$ cat src/rtl/glu_pkg.sv
// Shared definitions for the logic gate unit: op codes and skid buffer states.
package glu_pkg;

  typedef logic [2:0] glu_op_t;

  localparam glu_op_t GLU_AND  = 3'd0;
  localparam glu_op_t GLU_OR   = 3'd1;
  localparam glu_op_t GLU_NAND = 3'd2;
  localparam glu_op_t GLU_NOR  = 3'd3;
  localparam glu_op_t GLU_XOR  = 3'd4;
  localparam glu_op_t GLU_XNOR = 3'd5;
  localparam glu_op_t GLU_NOT  = 3'd6;
  localparam glu_op_t GLU_BUF  = 3'd7;

  // EMPTY: main invalid; ONE: main valid, skid empty; FULL: both valid
  typedef enum logic [1:0] {ST_EMPTY, ST_ONE, ST_FULL} glu_state_t;

endpackage

$ cat src/rtl/glu_skid_buf.sv
// Generic 2-entry valid/ready skid buffer. The main entry drives the output,
// the skid entry catches the one result that arrives while the output stalls.
// in_ready and out_valid are registers, so there is no combinational path
// from out_ready back to in_ready.
module glu_skid_buf
  import glu_pkg::*;
#(
  parameter int PW = 11
) (
  input  logic          clk,
  input  logic          rst_n,
  input  logic          in_valid,
  output logic          in_ready,
  input  logic [PW-1:0] in_data,
  output logic          out_valid,
  input  logic          out_ready,
  output logic [PW-1:0] out_data
);

  glu_state_t    state;
  logic [PW-1:0] skid_data;
  logic          acc, xfer;

  assign acc  = in_valid && in_ready;
  assign xfer = out_valid && out_ready;

  // State machine with registered handshake outputs and payload movement
  always_ff @(posedge clk or negedge rst_n) begin
    if (!rst_n) begin
      state     <= ST_EMPTY;
      in_ready  <= 1'b1;
      out_valid <= 1'b0;
      out_data  <= '0;
      skid_data <= '0;
    end else begin
      case (state)
        ST_EMPTY: begin
          if (acc) begin
            out_data  <= in_data;
            out_valid <= 1'b1;
            state     <= ST_ONE;
          end
        end
        ST_ONE: begin
          if (acc && xfer) begin
            out_data <= in_data;
          end else if (acc) begin
            skid_data <= in_data;
            in_ready  <= 1'b0;
            state     <= ST_FULL;
          end else if (xfer) begin
            out_valid <= 1'b0;
            state     <= ST_EMPTY;
          end
        end
        ST_FULL: begin
          if (xfer) begin
            out_data <= skid_data;
            in_ready <= 1'b1;
            state    <= ST_ONE;
          end
        end
        default: begin
          state     <= ST_EMPTY;
          in_ready  <= 1'b1;
          out_valid <= 1'b0;
        end
      endcase
    end
  end

endmodule

$ cat src/rtl/logic_gate_unit_pipe.sv
// WIDTH-bit bitwise gate unit with per-transaction op select, one cycle of
// latency and a 2-entry skid buffer on the output. Counts accepted results.
// Optional feature macro: GLU_PARITY_EN adds out_par (= ^out_y), carried
// through both buffer entries alongside the result.
module logic_gate_unit_pipe
  import glu_pkg::*;
#(
  parameter int WIDTH = 8,
  parameter int CNT_W = 16
) (
  input  logic             clk,
  input  logic             rst_n,
  input  logic             in_valid,
  output logic             in_ready,
  input  logic [2:0]       in_op,
  input  logic [WIDTH-1:0] in_a,
  input  logic [WIDTH-1:0] in_b,
  output logic             out_valid,
  input  logic             out_ready,
  output logic [WIDTH-1:0] out_y,
  output logic [2:0]       out_op,
  output logic [CNT_W-1:0] out_cnt
`ifdef GLU_PARITY_EN
  ,
  output logic             out_par
`endif
);

`ifdef GLU_PARITY_EN
  localparam int PW = WIDTH + 4;
`else
  localparam int PW = WIDTH + 3;
`endif

  logic [WIDTH-1:0] y_c;
  logic [PW-1:0]    pay_in, pay_out;

  // Op decode: bitwise gate selected by in_op
  always_comb begin
    y_c = '0;
    case (in_op)
      GLU_AND:  y_c = in_a & in_b;
      GLU_OR:   y_c = in_a | in_b;
      GLU_NAND: y_c = ~(in_a & in_b);
      GLU_NOR:  y_c = ~(in_a | in_b);
      GLU_XOR:  y_c = in_a ^ in_b;
      GLU_XNOR: y_c = ~(in_a ^ in_b);
      GLU_NOT:  y_c = ~in_a;
      GLU_BUF:  y_c = in_a;
      default:  y_c = '0;
    endcase
  end

`ifdef GLU_PARITY_EN
  assign pay_in  = {^y_c, in_op, y_c};
  assign out_par = pay_out[WIDTH+3];
`else
  assign pay_in  = {in_op, y_c};
`endif

  assign out_y  = pay_out[WIDTH-1:0];
  assign out_op = pay_out[WIDTH+2:WIDTH];

  glu_skid_buf #(.PW(PW)) u_skid (
    .clk       (clk),
    .rst_n     (rst_n),
    .in_valid  (in_valid),
    .in_ready  (in_ready),
    .in_data   (pay_in),
    .out_valid (out_valid),
    .out_ready (out_ready),
    .out_data  (pay_out)
  );

  // Completed-transfer counter, wraps naturally at 2^CNT_W
  always_ff @(posedge clk or negedge rst_n) begin
    if (!rst_n)                      out_cnt <= '0;
    else if (out_valid && out_ready) out_cnt <= out_cnt + 1'b1;
  end

endmodule

$ cat config.mk
export PLATFORM = sky130hd
export DESIGN_NAME = logic_gate_unit_pipe
export DESIGN_NICKNAME = d
export VERILOG_FILES = /design/src/rtl/glu_pkg.sv /design/src/rtl/glu_skid_buf.sv /design/src/rtl/logic_gate_unit_pipe.sv
export SDC_FILE = /design/constraint.sdc
export NUM_CORES = 1
export LEC_CHECK = 0
export ABC_AREA = 1
export CAP_MARGIN = 15
export CORE_MARGIN = 4
export CORE_UTILIZATION = 25
export CTS_BUF_LIST = sky130_fd_sc_hd__clkbuf_4 sky130_fd_sc_hd__clkbuf_8
export CTS_CLUSTER_DIAMETER = 80
export DETAILED_ROUTE_END_ITERATION = 7
export GPL_ROUTABILITY_DRIVEN = 0
export GPL_TIMING_DRIVEN = 0
export PLACE_DENSITY = 0.48
export REMOVE_ABC_BUFFERS = 1
export SLEW_MARGIN = 20
export SYNTH_ARGS = -nofsm -noshare
export SYNTH_HDL_FRONTEND = slang
export SYNTH_SLANG_ARGS = --single-unit
$ cat constraint.sdc
create_clock -name clk -period 2.9 [get_ports clk]
set_input_delay 0.58 -clock clk [delete_from_list [all_inputs] [get_ports clk]]
set_output_delay 0.58 -clock clk [all_outputs]
set_load 0.02 [all_outputs]
==> metrics.cfg <==
[grt]
grt.total_usage_pct=11.98
grt_pass1_wl_microns=12860
grt_max_degree=31
grt_pass1_vias=2704
antenna_found_initial=0
overflow=0

[route]
drt_pass1_iterations=5
drtIter0Drc=120
drt-total-wl_microns=7434
antenna_left=0
drc=0
vias_per_cell=4.498
vias=2721
wire_per_inst_microns=12.29

[clock_network]
postCtsHoldBufs=0
clk_latency_ns=0.29
root_buffer=clkbuf_8
clock_sinks=42
post_cts_buffers=0
post_cts_resized=0
clockBufferDepth=2
cts_buffers=5
htreeDepth=2
cts_tree=built
clk_pin_slew_ns=0.09

[logic_synthesis]
synth-async-reset-ratio_pct=100.0
synth-seq-area-share_pct=36.63
synth_area_per_cell_sq_um=6.906
syn-cell-area_sq_um=2873
synth_most_common_cell=nand2_1
synth_warnings=0
synth_top_cell_by_area=dfrtp_1
yosysUniqueCellTypes=27
synth.area.top_cells=dfrtp_1, nand2_1, inv_1
ys_ff_latch=42
synth_top_area_share_pct=35.71
netlist_instances=416
ys.flop_type=dfrtp_1
yosys-top-cells-count=nand2_1, inv_1, nor2_1
synth_edf_count=0

[critical_path]
cp_max_fo=22
critPathLaunchType=primary input
cp_num_buf_inv=1
cp_top_family=simple AND/OR/NAND/NOR gates
slowest_delay_ns=0.89
path_class=primary input to flop
path_depth=8
arrival_ns=2.80
reg2reg_slack_ns=0.70
path_cells=clkdlybuf4s50_1 > nor2_1 > nand3_1 > o21ai_1 > nor2_1 > nand4_1 > nand2_1 > nand2_1
rr_worst_depth=7
cp-end-kind=flop
cp_slowest_cell=clkdlybuf4s50_1
r2r_start=u_skid.state[0]
worstPathRequired_ns=3.14
setup.worst_path.start=in_op[0]
rr_endpoint=u_skid.out_data[9]

[floorplan]
fp.dieH_microns=115.2
dieArea_sq_um=13270
die_x_microns=115.2
io_pins=52
start_util_pct=26.04
core-area_sq_um=11030
rows=38

[sta]
hold_viol=0
worst_slack_ns=0.3382
worst_pin_slew_ns=0.9160
tns_ns=0
maxSlewViolCount=0
finalCritPeriodShare_pct=88.34
whs_ns=0.1665
fin_skew_ns=0.01027
setup_violations=0
rsz0062_at_grt=false
slew-limit-headroom_pct=38.74
period_needed_ns=2.562
fmax_mhz=390.4

[job]
cap_violations=0

[finish]
multiInputGateArea_sq_um=1533
drive_gt1_share_pct=4.516
fill_cells=1250
syn_to_final_growth_pct=27.26
antenna_cells=0
nets=504
regArea_sq_um=1052

[place]
place_hpwl_microns=5436
place_ws_ns=0.01087
port_buffers=51

[power]
ir_worst_vdd_mv=0.1801
powerDensity_nw_per_um2=360.5
leakage_uw=0.001964

[run_status]
status=finished, final reports clean

[worst_hold_path]
hold_class=primary input to asynchronous set/reset pin

layout by cell type, fill, tap and decap left out, types with 5 or more instances in the layout:
| cell type | Yosys | final |
|---|---|---|
| nand2_1 | 116 | 116 |
| inv_1 | 59 | 59 |
| nor2_1 | 59 | 59 |
| clkdlybuf4s50_1 | 0 | 50 |
| dfrtp_1 | 41 | 41 |
| nand3_1 | 35 | 35 |
| nand4_1 | 25 | 25 |
| ha_1 | 17 | 17 |
| o21ai_0 | 11 | 11 |
| xor2_1 | 10 | 10 |
| o21ai_1 | 6 | 6 |
| a31oi_1 | 5 | 5 |
| clkbuf_8 | 0 | 5 |
cells by family (layout without fill, tap and decap cells):
| logic type | after synthesis | in the layout | synth area share [%] |
|---|---|---|---|
| buffers and inverters | 73 | 122 | 10.02 |
| XOR/XNOR | 13 | 13 | 3.963 |
| AO/OA/AOI/OAI | 26 | 26 | 4.878 |
| AND/OR/NAND/NOR | 245 | 245 | 37.11 |
| adder cells (fa/ha/maj) | 17 | 17 | 7.404 |
| flip-flops | 42 | 42 | 36.63 |
layer usage:
layer,track usage (%),up-vias,share of wire (%)
met5,0,-,0
met4,3.130,0,0.86
met3,1.895,5,4.1
met2,19.41,61,45
met1,16.66,1242,50
li1,-,1413,-
metrics by stage:
| stage | util [%] | cells | total power [uW] | area (sq um) |
|---|---|---|---|---|
| after floorplan | - | 405 | 684.9 | 2818 |
| after global placement | 31.76 | 596 | 769.8 | 3503 |
| after detailed placement | 31.90 | 597 | 774.0 | 3518 |
| after CTS | 33.14 | 605 | 1343 | 3656 |
| after global routing | 33.14 | 605 | 1387 | 3656 |
| final | 33.14 | 605 | 1318 | 3656 |
state kept, by name (all words and copies together) (netlist names):
signal and cells:
u_skid.skid_data 11, u_skid.out_valid 1, u_skid.state 2, u_skid.in_ready 1
out_cnt 16, u_skid.out_data 11
report_power, final:
part	total [uW]	internal (uW)	leakage, uW	switching (uW)
Sequential	585	585	0.000547	0
Combinational	176	67.9	0.00135	108
Clock	557	345	0.0000683	212
Total	1320	998	0.00196	320
layout make-up:
cell class / count / share of cell area [%]
clock buffers: 5 / 1.882
clock inverters: 3 / 1.882
inverters: 62 / 6.365
multi-input cells: 301 / 41.92
flip-flops and latches: 42 / 28.78
well taps: 140 / 4.791
repair buffers: 52 / 14.37
how the worst max path moves through the flow:
stage	end	slack, ns
floorplan	u_skid.out_data[10]	1.21
global placement	u_skid.out_data[3]	0.01
detailed placement	u_skid.out_data[3]	0.01
CTS	u_skid.out_data[3]	0.33
global route	u_skid.out_data[1]	0.14
finish	u_skid.out_data[3]	0.34
(Power assumes the default switching activity.)
